--- src/rtl/irq_pkg.sv ---
// Shared types and constants for the vectored interrupt controller.
package irq_pkg;

    typedef enum logic [1:0] {
        IDLE    = 2'd0,
        REQ     = 2'd1,
        SERVICE = 2'd2
    } irq_state_e;

    localparam logic [31:0] VEC_BASE_DEF   = 32'h0000_0100;
    localparam logic [31:0] VEC_STRIDE_DEF = 32'h0000_0010;

    function automatic int id_width(input int n);
        return (n > 1) ? $clog2(n) : 1;
    endfunction

endpackage

--- src/rtl/irq_sync_edge.sv ---
// One interrupt line: synchroniser chain plus rising-edge detector on the last stage.
module irq_sync_edge #(
    parameter int SYNC_STAGES = 2
) (
    input  logic clk,
    input  logic rst,
    input  logic irq_i,
    output logic sync_o,
    output logic edge_o
);

    logic [SYNC_STAGES-1:0] sync_q;
    logic                   prev_q;

    always_ff @(posedge clk) begin
        if (rst) begin
            sync_q <= '0;
            prev_q <= 1'b0;
        end else begin
            sync_q <= {sync_q[SYNC_STAGES-2:0], irq_i};
            prev_q <= sync_q[SYNC_STAGES-1];
        end
    end

    assign sync_o = sync_q[SYNC_STAGES-1];
    assign edge_o = sync_q[SYNC_STAGES-1] & ~prev_q;

endmodule

--- src/rtl/irq_vec_ctrl.sv ---
// Vectored interrupt controller: per-source sync/pending, arbitration, req/take/ret handshake.
// Define IRQ_RR_EN for round-robin arbitration; fixed lowest-index priority otherwise.
module irq_vec_ctrl import irq_pkg::*; #(
    parameter int                 NUM_SRC     = 4,
    parameter int                 SYNC_STAGES = 2,
    parameter logic [NUM_SRC-1:0] EDGE_MASK   = {NUM_SRC{1'b1}},
    parameter logic [31:0]        VEC_BASE    = VEC_BASE_DEF,
    parameter logic [31:0]        VEC_STRIDE  = VEC_STRIDE_DEF,
    localparam int                IDW         = id_width(NUM_SRC)
) (
    input  logic               clk,
    input  logic               rst,
    input  logic [NUM_SRC-1:0] irq_i,
    input  logic               mask_we,
    input  logic [NUM_SRC-1:0] mask_wdata,
    input  logic               irq_take_i,
    input  logic               irq_ret_i,
    output logic               irq_req_o,
    output logic [31:0]        irq_addr_o,
    output logic [IDW-1:0]     irq_id_o,
    output logic               in_service_o,
    output logic [NUM_SRC-1:0] pending_o,
    output logic [NUM_SRC-1:0] mask_o
);

    logic [NUM_SRC-1:0] sync_vec, edge_vec;
    logic [NUM_SRC-1:0] pend_q, pend_d, clr_vec;
    logic [NUM_SRC-1:0] mask_q, act;
    logic [IDW-1:0]     id_q, id_d, win;
    irq_state_e         state_q, state_d;

    for (genvar g = 0; g < NUM_SRC; g++) begin : g_src
        irq_sync_edge #(.SYNC_STAGES(SYNC_STAGES)) u_sync (
            .clk   (clk),
            .rst   (rst),
            .irq_i (irq_i[g]),
            .sync_o(sync_vec[g]),
            .edge_o(edge_vec[g])
        );
    end

    // Level sources follow the synchronised line directly; edge sources are latched.
    assign pending_o = (pend_q & EDGE_MASK) | (sync_vec & ~EDGE_MASK);
    assign act       = pending_o & mask_q;

`ifdef IRQ_RR_EN
    logic [IDW-1:0] last_q;

    always_comb begin
        logic [IDW-1:0] idx;
        win = '0;
        idx = '0;
        for (int i = NUM_SRC - 1; i >= 0; i--) begin
            idx = IDW'((int'(last_q) + 1 + i) % NUM_SRC);
            if (act[idx]) win = idx;
        end
    end

    always_ff @(posedge clk) begin
        if (rst)                                   last_q <= IDW'(NUM_SRC - 1);
        else if (state_q == REQ && irq_take_i)     last_q <= id_q;
    end
`else
    always_comb begin
        win = '0;
        for (int i = NUM_SRC - 1; i >= 0; i--) begin
            if (act[i]) win = IDW'(i);
        end
    end
`endif

    always_comb begin
        state_d = state_q;
        id_d    = id_q;
        clr_vec = '0;
        case (state_q)
            IDLE: begin
                if (|act) begin
                    state_d = REQ;
                    id_d    = win;
                end
            end
            REQ: begin
                if (irq_take_i) begin
                    state_d = SERVICE;
                    clr_vec = (NUM_SRC'(1) << id_q) & EDGE_MASK;
                end else if (!act[id_q]) begin
                    state_d = IDLE;
                end
            end
            SERVICE: begin
                if (irq_ret_i) state_d = IDLE;
            end
            default: state_d = IDLE;
        endcase
    end

    // A fresh edge in the same cycle as its take-clear keeps the bit set.
    assign pend_d = ((pend_q & ~clr_vec) | edge_vec) & EDGE_MASK;

    always_ff @(posedge clk) begin
        if (rst) begin
            state_q <= IDLE;
            id_q    <= '0;
            pend_q  <= '0;
            mask_q  <= '0;
        end else begin
            state_q <= state_d;
            id_q    <= id_d;
            pend_q  <= pend_d;
            if (mask_we) mask_q <= mask_wdata;
        end
    end

    assign irq_req_o    = (state_q == REQ);
    assign in_service_o = (state_q == SERVICE);
    assign irq_id_o     = id_q;
    assign irq_addr_o   = VEC_BASE + 32'(id_q) * VEC_STRIDE;
    assign mask_o       = mask_q;

endmodule

--- config.mk ---
export PLATFORM = sky130hd
export DESIGN_NAME = irq_vec_ctrl
export DESIGN_NICKNAME = d
export VERILOG_FILES = /design/src/rtl/irq_pkg.sv /design/src/rtl/irq_sync_edge.sv /design/src/rtl/irq_vec_ctrl.sv
export SDC_FILE = /design/constraint.sdc
export NUM_CORES = 1
export LEC_CHECK = 0
export ABC_AREA = 1
export BUFFER_PORTS_ARGS = -buffer_cell sky130_fd_sc_hd__buf_2
export CORE_MARGIN = 4
export CORE_UTILIZATION = 44
export CTS_CLUSTER_DIAMETER = 60
export DETAILED_ROUTE_END_ITERATION = 10
export PLACE_DENSITY = 0.8
export SETUP_SLACK_MARGIN = 0.02
export SYNTH_ARGS = -nofsm -noshare
export SYNTH_HDL_FRONTEND = slang
export SYNTH_SLANG_ARGS = --single-unit
export TNS_END_PERCENT = 20
--- constraint.sdc ---
create_clock -name clk -period 1 [get_ports clk]
set_input_delay 0.1 -clock clk [delete_from_list [all_inputs] [get_ports clk]]
set_output_delay 0.1 -clock clk [all_outputs]
set_load 0.005 [all_outputs]
==> results.json <==
{
  "run_status": "finished, violations left",
  "failed_checks": "negative setup slack",
  "drc_errors_left": 0,
  "antenna_violations_before_repair": 0,
  "routed_wire_length_per_instance_um": 10.6,
  "timing.fmax_mhz": 932,
  "final_cell_area_mm2": 0.00145,
  "clock_tree_from_tritoncts": "done",
  "post_layout_min_period_ns": 1.07,
  "port_buffers": 26,
  "synth_top_area_cell": "sky130_fd_sc_hd__dfxtp_1",
  "cts.clk_slew.worst_paths_ns": 0.13,
  "timing.critical_path.buf_inv": 2,
  "layout.nets": 206,
  "setup.worst_path.end_class": "primary output",
  "unrepaired_setup_endpoints_after_global_routing": "yes",
  "comb_power_share": 0.144,
  "antenna_cells": 0,
  "worst-endpoint-required_ns": 0.90,
  "routabilityCongestion": 0.873,
  "synthesis.yosys.warnings": 0,
  "final_layout_size_suffix_gt1_frac": 0.385,
  "crit-reg2reg-launch": "state_q[1]$_SDFFE_PP0P_",
  "die_w_um": 59.0,
  "timing.setup.critical_path_class": "flip-flop to primary output",
  "cts_buffers": 3,
  "synth_seq_area_share": 0.419,
  "yosys.cell_types.count": 19,
  "switchingPower_mw": 0.476,
  "placement_rows": 18,
  "drv_slew": 0,
  "core-area_mm2": 0.00248,
  "synth-async-reset-ratio": 0,
  "report.final.hold_viol_count": 0,
  "wire_length_of_the_first_global_routing_pass_um": 3370,
  "io_pins": 57,
  "viasPerCell": 4.25,
  "placement.cell_area_mm2": 0.00121,
  "cpPeakStageDelay_ns": 0.39,
  "ys.flop_type": "sky130_fd_sc_hd__dfxtp_1",
  "synth.area.top_cells": "sky130_fd_sc_hd__dfxtp_1, sky130_fd_sc_hd__buf_4, sky130_fd_sc_hd__nor2_1",
  "path_cells": "inv_2 > nor2_4 > buf_2",
  "critical_path.startpoint_type": "flip-flop",
  "worstRegToRegCells": 6,
  "synth_cells": 153,
  "cellPowerDensity_mw_per_mm2": 1400,
  "hold_path.class": "input pin to flip-flop",
  "setup_slack_ns": -0.0735,
  "antenna_left": 0,
  "syn2layout_area_growth_pct": 26.9,
  "cell_internal_power_dissipation_mw": 1.55,
  "power.clock.fraction": 0.343,
  "place_inst": 209,
  "cts.sink_count": 24,
  "synth-edff-count": 0,
  "rrSetupSlack_ns": -0.03,
  "maximum_number_of_pins_on_one_net_before_global_route_repair": 15,
  "hpwlAfterDp_um": 1560,
  "crit_end": "irq_req_o",
  "clockBufferDepth": 2,
  "floorplan_die_area_mm2": 0.00349,
  "final.setup_skew_ns": 0.00247,
  "seq_power_share": 0.513,
  "initial_core_util": 0.463,
  "drtPass1Iterations": 4,
  "final_cells": 222,
  "path_delay_family": "flip-flops",
  "synth_top_cell_area_share": 0.419,
  "post_synth_most_frequent_cells": "sky130_fd_sc_hd__buf_4, sky130_fd_sc_hd__nor2_1, sky130_fd_sc_hd__dfxtp_1",
  "drv.max_cap_violation_count": 0,
  "htree_levels": 1,
  "reg_to_reg_endpoint": "irq_id_o[1]$_SDFFE_PP0P_",
  "setup-violations-final": 6,
  "vias_in_the_first_global_route": 838,
  "total_power_mw": 2.03,
  "grt_overflow": 0,
  "whs_path_depth": 3,
  "grt_usage": 0.126,
  "slowest_stage": "sky130_fd_sc_hd__dfxtp_2",
  "worst_setup_sp": "state_q[0]$_SDFFE_PP0P_",
  "finalHoldWorstSlack_ns": 0.00756,
  "route.final.wire_length_um": 2350,
  "cp.depth": 3,
  "ys_seq_elements": 24,
  "routed-via-count": 943,
  "post-synth-top-count-cell": "sky130_fd_sc_hd__buf_4",
  "post_synth_instance_area_mm2": 0.00115,
  "synth.avg_cell_area_um2": 7.49,
  "static-leakage-power_nw": 0.757,
  "switching_power_share_of_the_total": 0.235,
  "final.period_utilization": 1.07,
  "cp.arrival_ns": 0.97,
  "num-fill-cells": 235,
  "irDropWorstVdd_mv": 1.29,
  "ctsRootBufferMaster": "sky130_fd_sc_hd__clkbuf_4",
  "first_iter_violations": 37,
  "source_to_sink_clock_delay_at_the_later_pin_of_the_worst_skew_pair_ns": 0.31,
  "critical_path.max_fanout": 3,
  "die_height_um": 59.0
}
## state kept, by name (all words and copies together), names as in the netlist
name,count
state_q,2
pending_o,4
irq_id_o,2
mask_o,4
g_src.u_sync.prev_q,4
g_src.u_sync.sync_q,8
## through the flow
stage	TNS, ns	util	setup slack, ns
floorplan	0	-	0.0831
global placement	0	0.490	0.0365
detailed placement	0	0.490	0.00741
CTS	-0.162	0.572	-0.0641
global route	-0.603	0.587	-0.102
finish	-0.178	0.587	-0.0735
## routing by layer
| metal | vias up | track usage | wire [um] | part of all wire |
|---|---|---|---|---|
| met4 | 0 | 0.0259 | 28 | 0.012 |
| met3 | 4 | 0.0458 | 213 | 0.091 |
| met1 | 418 | 0.122 | 805 | 0.34 |
| met5 | - | 0 | 0 | 0 |
| met2 | 42 | 0.249 | 1300 | 0.55 |
| li1 | 479 | - | - | - |
## worst min-delay path, delay by kind of cell
family                 cells  cell delay [ns]
buffers and inverters      1             0.08
and+or+nand+nor            2             0.11
## cell families after synthesis
group                  count (synthesis)  synth area share
AO/OA/AOI/OAI                         16            0.0819
flip-flops                            24             0.419
other                                  2           0.00655
buffers and inverters                 53             0.281
AND/OR/NAND/NOR                       58             0.212
## power by group through the flow
stage               clock network [mW]  registers (mW)  logic (mW)
global placement                     0            1.06       0.218
global route                     0.740            1.05       0.329
finish                           0.696            1.04       0.293
CTS                              0.707            1.04       0.279
floorplan                            0            1.06       0.216
detailed placement                   0            1.06       0.223
## cell usage in the layout (no fill, tap or decap), drive strengths merged
master / n
a21oi: 4
buf: 36
bufinv: 1
clkbuf: 3
conb: 30
dfxtp: 24
dlygate4sd3: 5
inv: 19
nand2: 26
nand3: 3
nor2: 27
nor3: 1
o21ai: 8
o21bai: 1
o22ai: 3
or2: 1
## how the worst min path moves through the flow
stage | startpoint | end
2_1_floorplan | irq_i[0] | g_src[0].u_sync.sync_q[0]$_SDFF_PP0_
3_3_place_gp | irq_i[0] | g_src[0].u_sync.sync_q[0]$_SDFF_PP0_
3_5_place_dp | irq_i[0] | g_src[0].u_sync.sync_q[0]$_SDFF_PP0_
4_1_cts | mask_wdata[0] | mask_o[0]$_SDFFE_PP0P_
5_1_grt | mask_wdata[3] | mask_o[3]$_SDFFE_PP0P_
6_report | mask_wdata[0] | mask_o[0]$_SDFFE_PP0P_
## layout make-up
type / count / area [um^2] / area share
well taps: 30 / 37.5 / 0.0258
multi-input cells: 104 / 478 / 0.329
clock inverters: 1 / 30.0 / 0.0207
repair buffers: 41 / 312 / 0.214
inverters: 19 / 71.3 / 0.0491
clock buffers: 3 / 22.5 / 0.0155
flip-flops and latches: 24 / 503 / 0.346
## repair_timing
item | CTS | global route
setup buffers | 3 | 1
gates resized for setup | 27 | 10
endpoints found under the setup margin | 12 | 17
hold buffers | 5 | 0
hold endpoints to repair | 5 | 0
pin swaps | 1 | 1
Power figures use the tool's default switching activity.
